**src/rtl/fx2_fifo_responder.sv**
```systemverilog
// Behavioural responder for the FX2 slave-FIFO interface: two OUT endpoints (EP2/EP4) fed by
// the host and drained by the FPGA, two IN endpoints (EP6/EP8) filled by the FPGA and drained by the host.
module fx2_fifo_responder #(
  parameter int DEPTH = 16,
  parameter int AW    = $clog2(DEPTH)
) (
  input  logic       clk,
  input  logic       reset,
  input  logic       usb_slwr,
  input  logic       usb_slrd,
  input  logic       usb_sloe,
  input  logic [1:0] usb_addr,
  input  logic [7:0] usb_data_in,
  output logic [7:0] usb_data_out,
  output logic       usb_ep2_empty,
  output logic       usb_ep4_empty,
  output logic       usb_ep6_full,
  output logic       usb_ep8_full,
  input  logic       host_out_valid,
  input  logic       host_out_ep,
  input  logic [7:0] host_out_data,
  output logic       host_out_ready,
  input  logic       host_in_sel,
  input  logic       host_in_ready,
  output logic       host_in_valid,
  output logic [7:0] host_in_data,
  input  logic       err_clear,
  output logic       err_underflow,
  output logic       err_overflow,
  output logic       err_protocol
);

  localparam int            NEP      = 4;
  localparam logic [AW:0]   FULL_CNT = (AW + 1)'(DEPTH);

  logic [7:0]    mem_q [NEP][DEPTH];
  logic [AW-1:0] rd_q  [NEP];
  logic [AW-1:0] rd_d  [NEP];
  logic [AW-1:0] wr_q  [NEP];
  logic [AW-1:0] wr_d  [NEP];
  logic [AW:0]   cnt_q [NEP];
  logic [AW:0]   cnt_d [NEP];
  logic [7:0]    head_s  [NEP];
  logic [7:0]    wdata_s [NEP];
  logic [NEP-1:0] empty_s, full_s, push_s, pop_s;
  logic [1:0]    out_idx_s, in_idx_s;
  logic          fpga_rd_s, fpga_wr_s, proto_s, uf_s, of_s, host_push_s, host_pop_s;
  logic          uf_q, uf_d, of_q, of_d, proto_q, proto_d;

  // Flags and fall-through head bytes come only from registered state.
  always_comb begin
    for (int i = 0; i < NEP; i++) begin
      empty_s[i] = (cnt_q[i] == '0);
      full_s[i]  = (cnt_q[i] == FULL_CNT);
      head_s[i]  = empty_s[i] ? 8'h00 : mem_q[i][rd_q[i]];
    end
  end

  // Strobe/handshake decode into per-endpoint push and pop enables.
  always_comb begin
    out_idx_s   = {1'b0, host_out_ep};
    in_idx_s    = {1'b1, host_in_sel};
    proto_s     = (usb_slrd && usb_slwr) || (usb_slrd && usb_addr[1]) || (usb_slwr && !usb_addr[1]);
    fpga_rd_s   = usb_slrd && !usb_slwr && !usb_addr[1];
    fpga_wr_s   = usb_slwr && !usb_slrd && usb_addr[1];
    uf_s        = fpga_rd_s && empty_s[usb_addr];
    of_s        = fpga_wr_s && full_s[usb_addr];
    host_push_s = host_out_valid && !full_s[out_idx_s];
    host_pop_s  = host_in_ready && !empty_s[in_idx_s];
    for (int i = 0; i < NEP; i++) begin
      push_s[i]  = (host_push_s && (out_idx_s == 2'(i))) ||
                   (fpga_wr_s && !full_s[i] && (usb_addr == 2'(i)));
      pop_s[i]   = (host_pop_s && (in_idx_s == 2'(i))) ||
                   (fpga_rd_s && !empty_s[i] && (usb_addr == 2'(i)));
      wdata_s[i] = (i < 2) ? host_out_data : usb_data_in;
    end
  end

  // Pointer/count next state; sticky errors let a same-cycle event beat err_clear.
  always_comb begin
    for (int i = 0; i < NEP; i++) begin
      rd_d[i] = pop_s[i]  ? rd_q[i] + AW'(1) : rd_q[i];
      wr_d[i] = push_s[i] ? wr_q[i] + AW'(1) : wr_q[i];
      case ({push_s[i], pop_s[i]})
        2'b10:   cnt_d[i] = cnt_q[i] + (AW + 1)'(1);
        2'b01:   cnt_d[i] = cnt_q[i] - (AW + 1)'(1);
        default: cnt_d[i] = cnt_q[i];
      endcase
    end
    uf_d    = uf_s    || (uf_q    && !err_clear);
    of_d    = of_s    || (of_q    && !err_clear);
    proto_d = proto_s || (proto_q && !err_clear);
  end

  // State registers with synchronous reset.
  always_ff @(posedge clk) begin
    if (reset) begin
      for (int i = 0; i < NEP; i++) begin
        rd_q[i]  <= '0;
        wr_q[i]  <= '0;
        cnt_q[i] <= '0;
      end
      uf_q    <= 1'b0;
      of_q    <= 1'b0;
      proto_q <= 1'b0;
    end else begin
      for (int i = 0; i < NEP; i++) begin
        rd_q[i]  <= rd_d[i];
        wr_q[i]  <= wr_d[i];
        cnt_q[i] <= cnt_d[i];
      end
      uf_q    <= uf_d;
      of_q    <= of_d;
      proto_q <= proto_d;
    end
  end

  // Byte storage; contents need no reset because counts gate every read.
  always_ff @(posedge clk) begin
    for (int i = 0; i < NEP; i++) begin
      if (push_s[i]) begin
        mem_q[i][wr_q[i]] <= wdata_s[i];
      end
    end
  end

  assign usb_data_out   = (usb_sloe && !usb_addr[1]) ? head_s[usb_addr] : 8'h00;
  assign usb_ep2_empty  = empty_s[0];
  assign usb_ep4_empty  = empty_s[1];
  assign usb_ep6_full   = full_s[2];
  assign usb_ep8_full   = full_s[3];
  assign host_out_ready = !full_s[out_idx_s];
  assign host_in_valid  = !empty_s[in_idx_s];
  assign host_in_data   = head_s[in_idx_s];
  assign err_underflow  = uf_q;
  assign err_overflow   = of_q;
  assign err_protocol   = proto_q;

endmodule

```
**config.mk**
```make
export PLATFORM = sky130hd
export DESIGN_NAME = fx2_fifo_responder
export DESIGN_NICKNAME = d
export VERILOG_FILES = /design/src/rtl/fx2_fifo_responder.sv
export SDC_FILE = /design/constraint.sdc
export NUM_CORES = 1
export LEC_CHECK = 0
export CELL_PAD_IN_SITES_DETAIL_PLACEMENT = 1
export CELL_PAD_IN_SITES_GLOBAL_PLACEMENT = 1
export CORE_MARGIN = 1
export CORE_UTILIZATION = 58
export DETAILED_ROUTE_END_ITERATION = 10
export HOLD_SLACK_MARGIN = 0.12
export MAX_ROUTING_LAYER = met4
export PLACE_DENSITY = 0.92
export SLEW_MARGIN = 25
export SYNTH_ARGS = -nofsm -noshare
export SYNTH_HDL_FRONTEND = slang
export SYNTH_SLANG_ARGS = --single-unit
```
**constraint.sdc**
```tcl
create_clock -name clk -period 6.3 [get_ports clk]
set_input_delay 1.26 -clock clk [delete_from_list [all_inputs] [get_ports clk]]
set_output_delay 1.26 -clock clk [all_outputs]
set_load 0.1 [all_outputs]
```
# [After elaboration in Yosys (flattened, before gate mapping)]
# Memories as Yosys holds them, arrays and structs flattened.
# Index checks and enable logic that the tools add are counted.
[classes] bitwise=24 reduce_logical=69 addsub=16 eq_ne=15 order_cmp=17 muxes=80
[ops] op="128-bit two-way mux" n=8
[ops] op="128-bit OR reduction" n=2
[ops] op="8-bit two-way mux" n=21
[ops] op="8-bit binary-select mux with 4-bit select" n=4
[ops] op="8-bit demux with 4-bit select" n=4
[ops] op="4-bit two-way mux" n=16
[ops] op="5-bit greater-or-equal comparator, second input constant" n=8
[ops] op="4-bit NOT with 5-bit output" n=8
[ops] op="5-bit case mux with 2 select lines" n=4
[ops] op="1-bit logical AND" n=39
[ops] op="4-bit by 1-bit adder with 4-bit output, second input constant" n=8
[ops] op="8-bit binary-select mux with 2-bit select" n=2
[ops] op="5-bit by 1-bit adder with 5-bit output, second input constant" n=4
[ops] op="5-bit equality test, second input constant" n=4
[ops] op="5-bit logical NOT" n=4
[ops] op="5-bit by 1-bit < comparator with 1-bit output, second input constant" n=4
[ops] op="5-bit two-way mux" n=4
[ops] op="5-bit by 1-bit subtractor with 5-bit output, second input constant" n=4
[ops] op="1-bit logical NOT" n=14
[ops] op="1-bit two-way mux" n=13
[ops] op="2-bit equality test, second input constant" n=6
[ops] op="1-bit OR" n=12
[ops] op="2-bit by 1-bit equality test with 1-bit output, second input constant" n=5
[ops] op="1-bit logical OR" n=9
[ops] op="8 further kinds" n=14
[totals] inputBits=28 ff_bits=3 word_cells=228 mem_bits_rw=564 n_memories=4
[memory_table] memory="mem_q" words=4 width=128 read_ports=4 rd_ports_with_merged_regs=0 write_ports=2 line="36" rtl="logic [7:0] mem_q [NEP][DEPTH];"
[memory_table] memory="cnt_q" words=4 width=5 read_ports=4 rd_ports_with_merged_regs=0 write_ports=4 line="41" rtl="logic [AW:0] cnt_q [NEP];"
[memory_table] memory="rd_q" words=4 width=4 read_ports=4 rd_ports_with_merged_regs=0 write_ports=4 line="37" rtl="logic [AW-1:0] rd_q [NEP];"
[memory_table] memory="wr_q" words=4 width=4 read_ports=4 rd_ports_with_merged_regs=0 write_ports=4 line="39" rtl="logic [AW-1:0] wr_q [NEP];"

# [Longest topological paths before layout]
# An unclocked memory read counts as a cell.
[depth] depth_word=12 mapped_depth=13 depth_no_buf=11

# [Least setup slack after synthesis]
# No wires, ideal clock.
[synth_path] kind="in2out" from="input port usb_addr[0]" to="output port usb_data_out[6]" path_slack_ps=1060 arrival_ps=3980 cell_stages=5 n_path_buf=1 required_time_ps=5040 cell_sequence="buf_2 nand2b_1 nor2_1 a22oi_1 nor3b_1"
[synth_between] elab_chain_cells=5
[synth_rtl] element="start: declaration" line="12" rtl="input logic [1:0] usb_addr,"
[synth_rtl] element="2-bit NOT with 3-bit output (not written as such)" line="127" rtl="assign usb_data_out = (usb_sloe && !usb_addr[1]) ? head_s[usb_addr] : 8'h00;"
[synth_rtl] element="8-bit binary-select mux with 2-bit select" line="127"
[synth_rtl] element="8-bit two-way mux (not written as such) (2 in a row)" line="127"
[synth_rtl] element="8-bit two-way mux" line="127"
[synth_rtl] element="end: declaration" line="14" rtl="output logic [7:0] usb_data_out,"
# No other way between the ends. The select of a mux whose other input is x is not followed.

==> results.md <==
* Outcome: finished, final reports clean
* Register bit count reported by yosys at approximately 570
* Antenna viol nets, final at 0
* Max Cap Violations at 0
* Gate power share at 4.2%
* Seq pwr share at 52.7%
* Final setup viols at 0
* First-pass GRT wire length at 94.2 mm
* RSZ-0062 raised after global routing: no
* NetSw at 1.71 mW
* Synthesized area per cell at between 15 and 20 um2
* Post-cts repair resize count at 0
* Post-DR wirelength/cell at approximately 34 um
* Clock Sink Count at 567
* DRC violations left at 0
* PwrDens at 303 mW/mm2
* H-tree depth at 2
* Layout Skew at roughly 0.021 ns
* Core Footprint at 0.0390 mm2
* Ys async rst share at 0%
* GRT Overall Usage at between 30% and 40%
* Register-to-register setup slack at 2.51 ns
* Mapped Cells at 1272
* Post-CTS Setup Inserts at 0
* Die Ht at 202 um
* Register area share after synthesis at a little under three quarters
* CTS tree: yes
* Critical path fanouts, max at 27
* Peak supply drop at 0.433 mV
* Yosys warnings at 0
* Routed wire length at 64.5 mm
* CP arrival at 4.26 ns
* Critical Path Source Type: register
* Power Internal at between 6 and 7 mW
* Detailed router's first-iteration violation count at 1482
* NumNets Final at 1400
* Pre-CTS setup slack at approximately 1.4 ns
* LEAKAGE at 8.22 nW
* Setup tns final at 0 ns
* Crit. End Element: output pin
* Final hold vios at 0
* Critical path type: register to output pin
* Grt ovf at 0
* Initial core utilization at 59.5%
* Required time of the critical path at 5.04 ns
* Num CTS Buffers at 55
* Vias in the first global route at 13503
* Filler cells at 3165
* Io pins at 53
* Final WS setup at 0.779 ns
* Drt via density at 6.80
* Area of the multi-input gates at about 0.0063 mm2
* Sw frac at about 22%
* Register area at 0.0165 mm2
* Post-Syn Area at ~0.023 mm2
* Largest net degree at the start of global routing at 60
* Final Wtd Congestion at 0.806
* Root Driver: clkbuf_16
* Clk_lat worst skew at 0.61 ns
* Clk pwr share at 43.1%
* Cell row count at 72
* Period utilization at between 80% and 90%
* Count of cell types in the netlist at 54
* Worst hold path class: register to register
* DR pass1 iterations at 8
* Layout cells sized above 1 at 21.0%
* Die footprint at 0.0408 mm2
* Synthesis-to-finish area growth at 11.6%
* Worst-margin pin slew at 1.06 ns
* Initial antenna violation count at 3
* Chip Width at 202 um
* Post-synth EDFFs at 512
* # port buffers at 52
* Achievable frequency at 181 MHz
* Clk buf depth at 3
* Post-synth net total at 1338
* # hold bufs at CTS at 0
* Final min period at 5.52 ns
* Top FF cell, synth: edfxtp_1
* Clock slew at reported path FFs at 0.06 ns
* Slew headroom at approximately 29%
* Via count at around 13000
* Detailed placement HPWL at 35.7 mm
* Slew Viols, Final at 0
## power groups by stage
| stage | combinational [mW] | clock (mW) | sequential (mW) |
|---|---|---|---|
| global placement | 0.295 | 0 | 4.22 |
| detailed placement | 0.314 | 0 | 4.22 |
| global route | 0.340 | 3.51 | 4.14 |
| finish | 0.330 | 3.39 | 4.14 |
| floorplan | 0.181 | 0 | 4.21 |
| CTS | 0.328 | 3.40 | 4.14 |
## layout by cell type, fill, tap and decap left out, types with 18 or more instances in the layout
master           netlist  final
edfxtp_1             512    512
nor2_1               123    123
mux4_2               117    117
clkbuf_16              0     55
dfxtp_1               55     46
mux2i_1               38     38
a21oi_1               37     37
ha_1                  36     36
buf_4                  4     33
nand2_1               29     29
xor2_1                28     28
clkdlybuf4s50_1        0     28
inv_1                 23     23
nand2b_1              18     18
clkbuf_1              34     18
## per-stage QoR
stage / cell area, um2 / utilization (%) / instances / hold WS [ns] / power, mW
finish: 25900 / 66.4 / 1900 / 0.469 / 7.86
CTS: 25900 / 66.4 / 1897 / 0.475 / 7.87
detailed placement: 24100 / 61.8 / 1795 / 0.465 / 4.53
global placement: 24100 / 61.9 / 1795 / 0.461 / 4.51
global route: 25900 / 66.4 / 1900 / 0.508 / 7.99
floorplan: 23200 / - / 1272 / 0.488 / 4.39
## logic make-up (layout without fill, tap and decap cells)
kind of cell / after synthesis / in the layout / synth area share (%)
DFF: 567 / 567 / 71.0
and+or+nand+nor: 227 / 227 / 4.58
muxes: 184 / 184 / 15.1
AOI/OAI and AO/OA: 121 / 121 / 3.60
buffers and inverters: 96 / 203 / 2.08
xor gates and xnor gates: 39 / 39 / 1.47
adders and majority gates: 38 / 38 / 2.11
other: 0 / 3 / 0
## final cells by class
cell class                 instances  area share (%)
inverter                          24           0.348
multi-input combinational        609            24.1
clock buffer                      76            5.74
sequential                       567            63.7
timing repair buffer              77            2.35
clock inverter                    26            1.21
antenna                            3          0.0290
tap                              518            2.50
## sequential cells by signal (all words and copies together), names as in the netlist
signal	flops
cnt_q	20
err_overflow	1
err_protocol	1
err_underflow	1
mem_q	512
rd_q	16
wr_q	16
## worst max-delay path: stages (launching register included)
cell,delay [ns]
dfxtp_2,0.98
buf_4,0.30
mux4_2,0.55
mux2_2,0.32
a21oi_1,0.27
o22ai_1,0.17
clkdlybuf4s50_1,1.06
## layer usage
layer / GRT usage, % / vias to the layer above / wire, um
li1: - / 5153 / -
met1: 42.2 / 6739 / 23700
met2: 53.2 / 860 / 32300
met3: 7.09 / 166 / 5810
met4: 13.6 / 0 / 2670
met5: - / - / 0
## Yosys cell counts, types with 8 or more instances
cell,count,share of area [%]
edfxtp_1,512,66
nor2_1,123,2.0
mux4_2,117,11
dfxtp_1,55,4.7
mux2i_1,38,1.6
a21oi_1,37,0.80
ha_1,36,1.9
clkbuf_1,34,0.55
nand2_1,29,0.47
xor2_1,28,1.1
inv_1,23,0.37
buf_2,20,0.43
nor3_1,19,0.41
nand2b_1,18,0.49
a22oi_1,17,0.55
mux2_2,16,0.78
o22ai_1,15,0.40
mux4_1,11,1.2
xnor2_1,11,0.42
a31oi_1,8,0.22
o21ai_0,8,0.17
## worst paths after layout
| kind | start | cells past startpoint | to |
|---|---|---|---|
| max | rd_q[3][0]$_SDFFE_PP0N_ | 6 | host_in_data[4] |
| min | err_overflow$_SDFF_PP0_ | 2 | err_overflow$_SDFF_PP0_ |
| max reg2reg | cnt_q[2][0]$_SDFFE_PP0P_ | 11 | cnt_q[2][4]$_SDFFE_PP0P_ |
| min reg2reg | err_overflow$_SDFF_PP0_ | 2 | err_overflow$_SDFF_PP0_ |
Note: power is estimated with default switching activity, not from simulation.
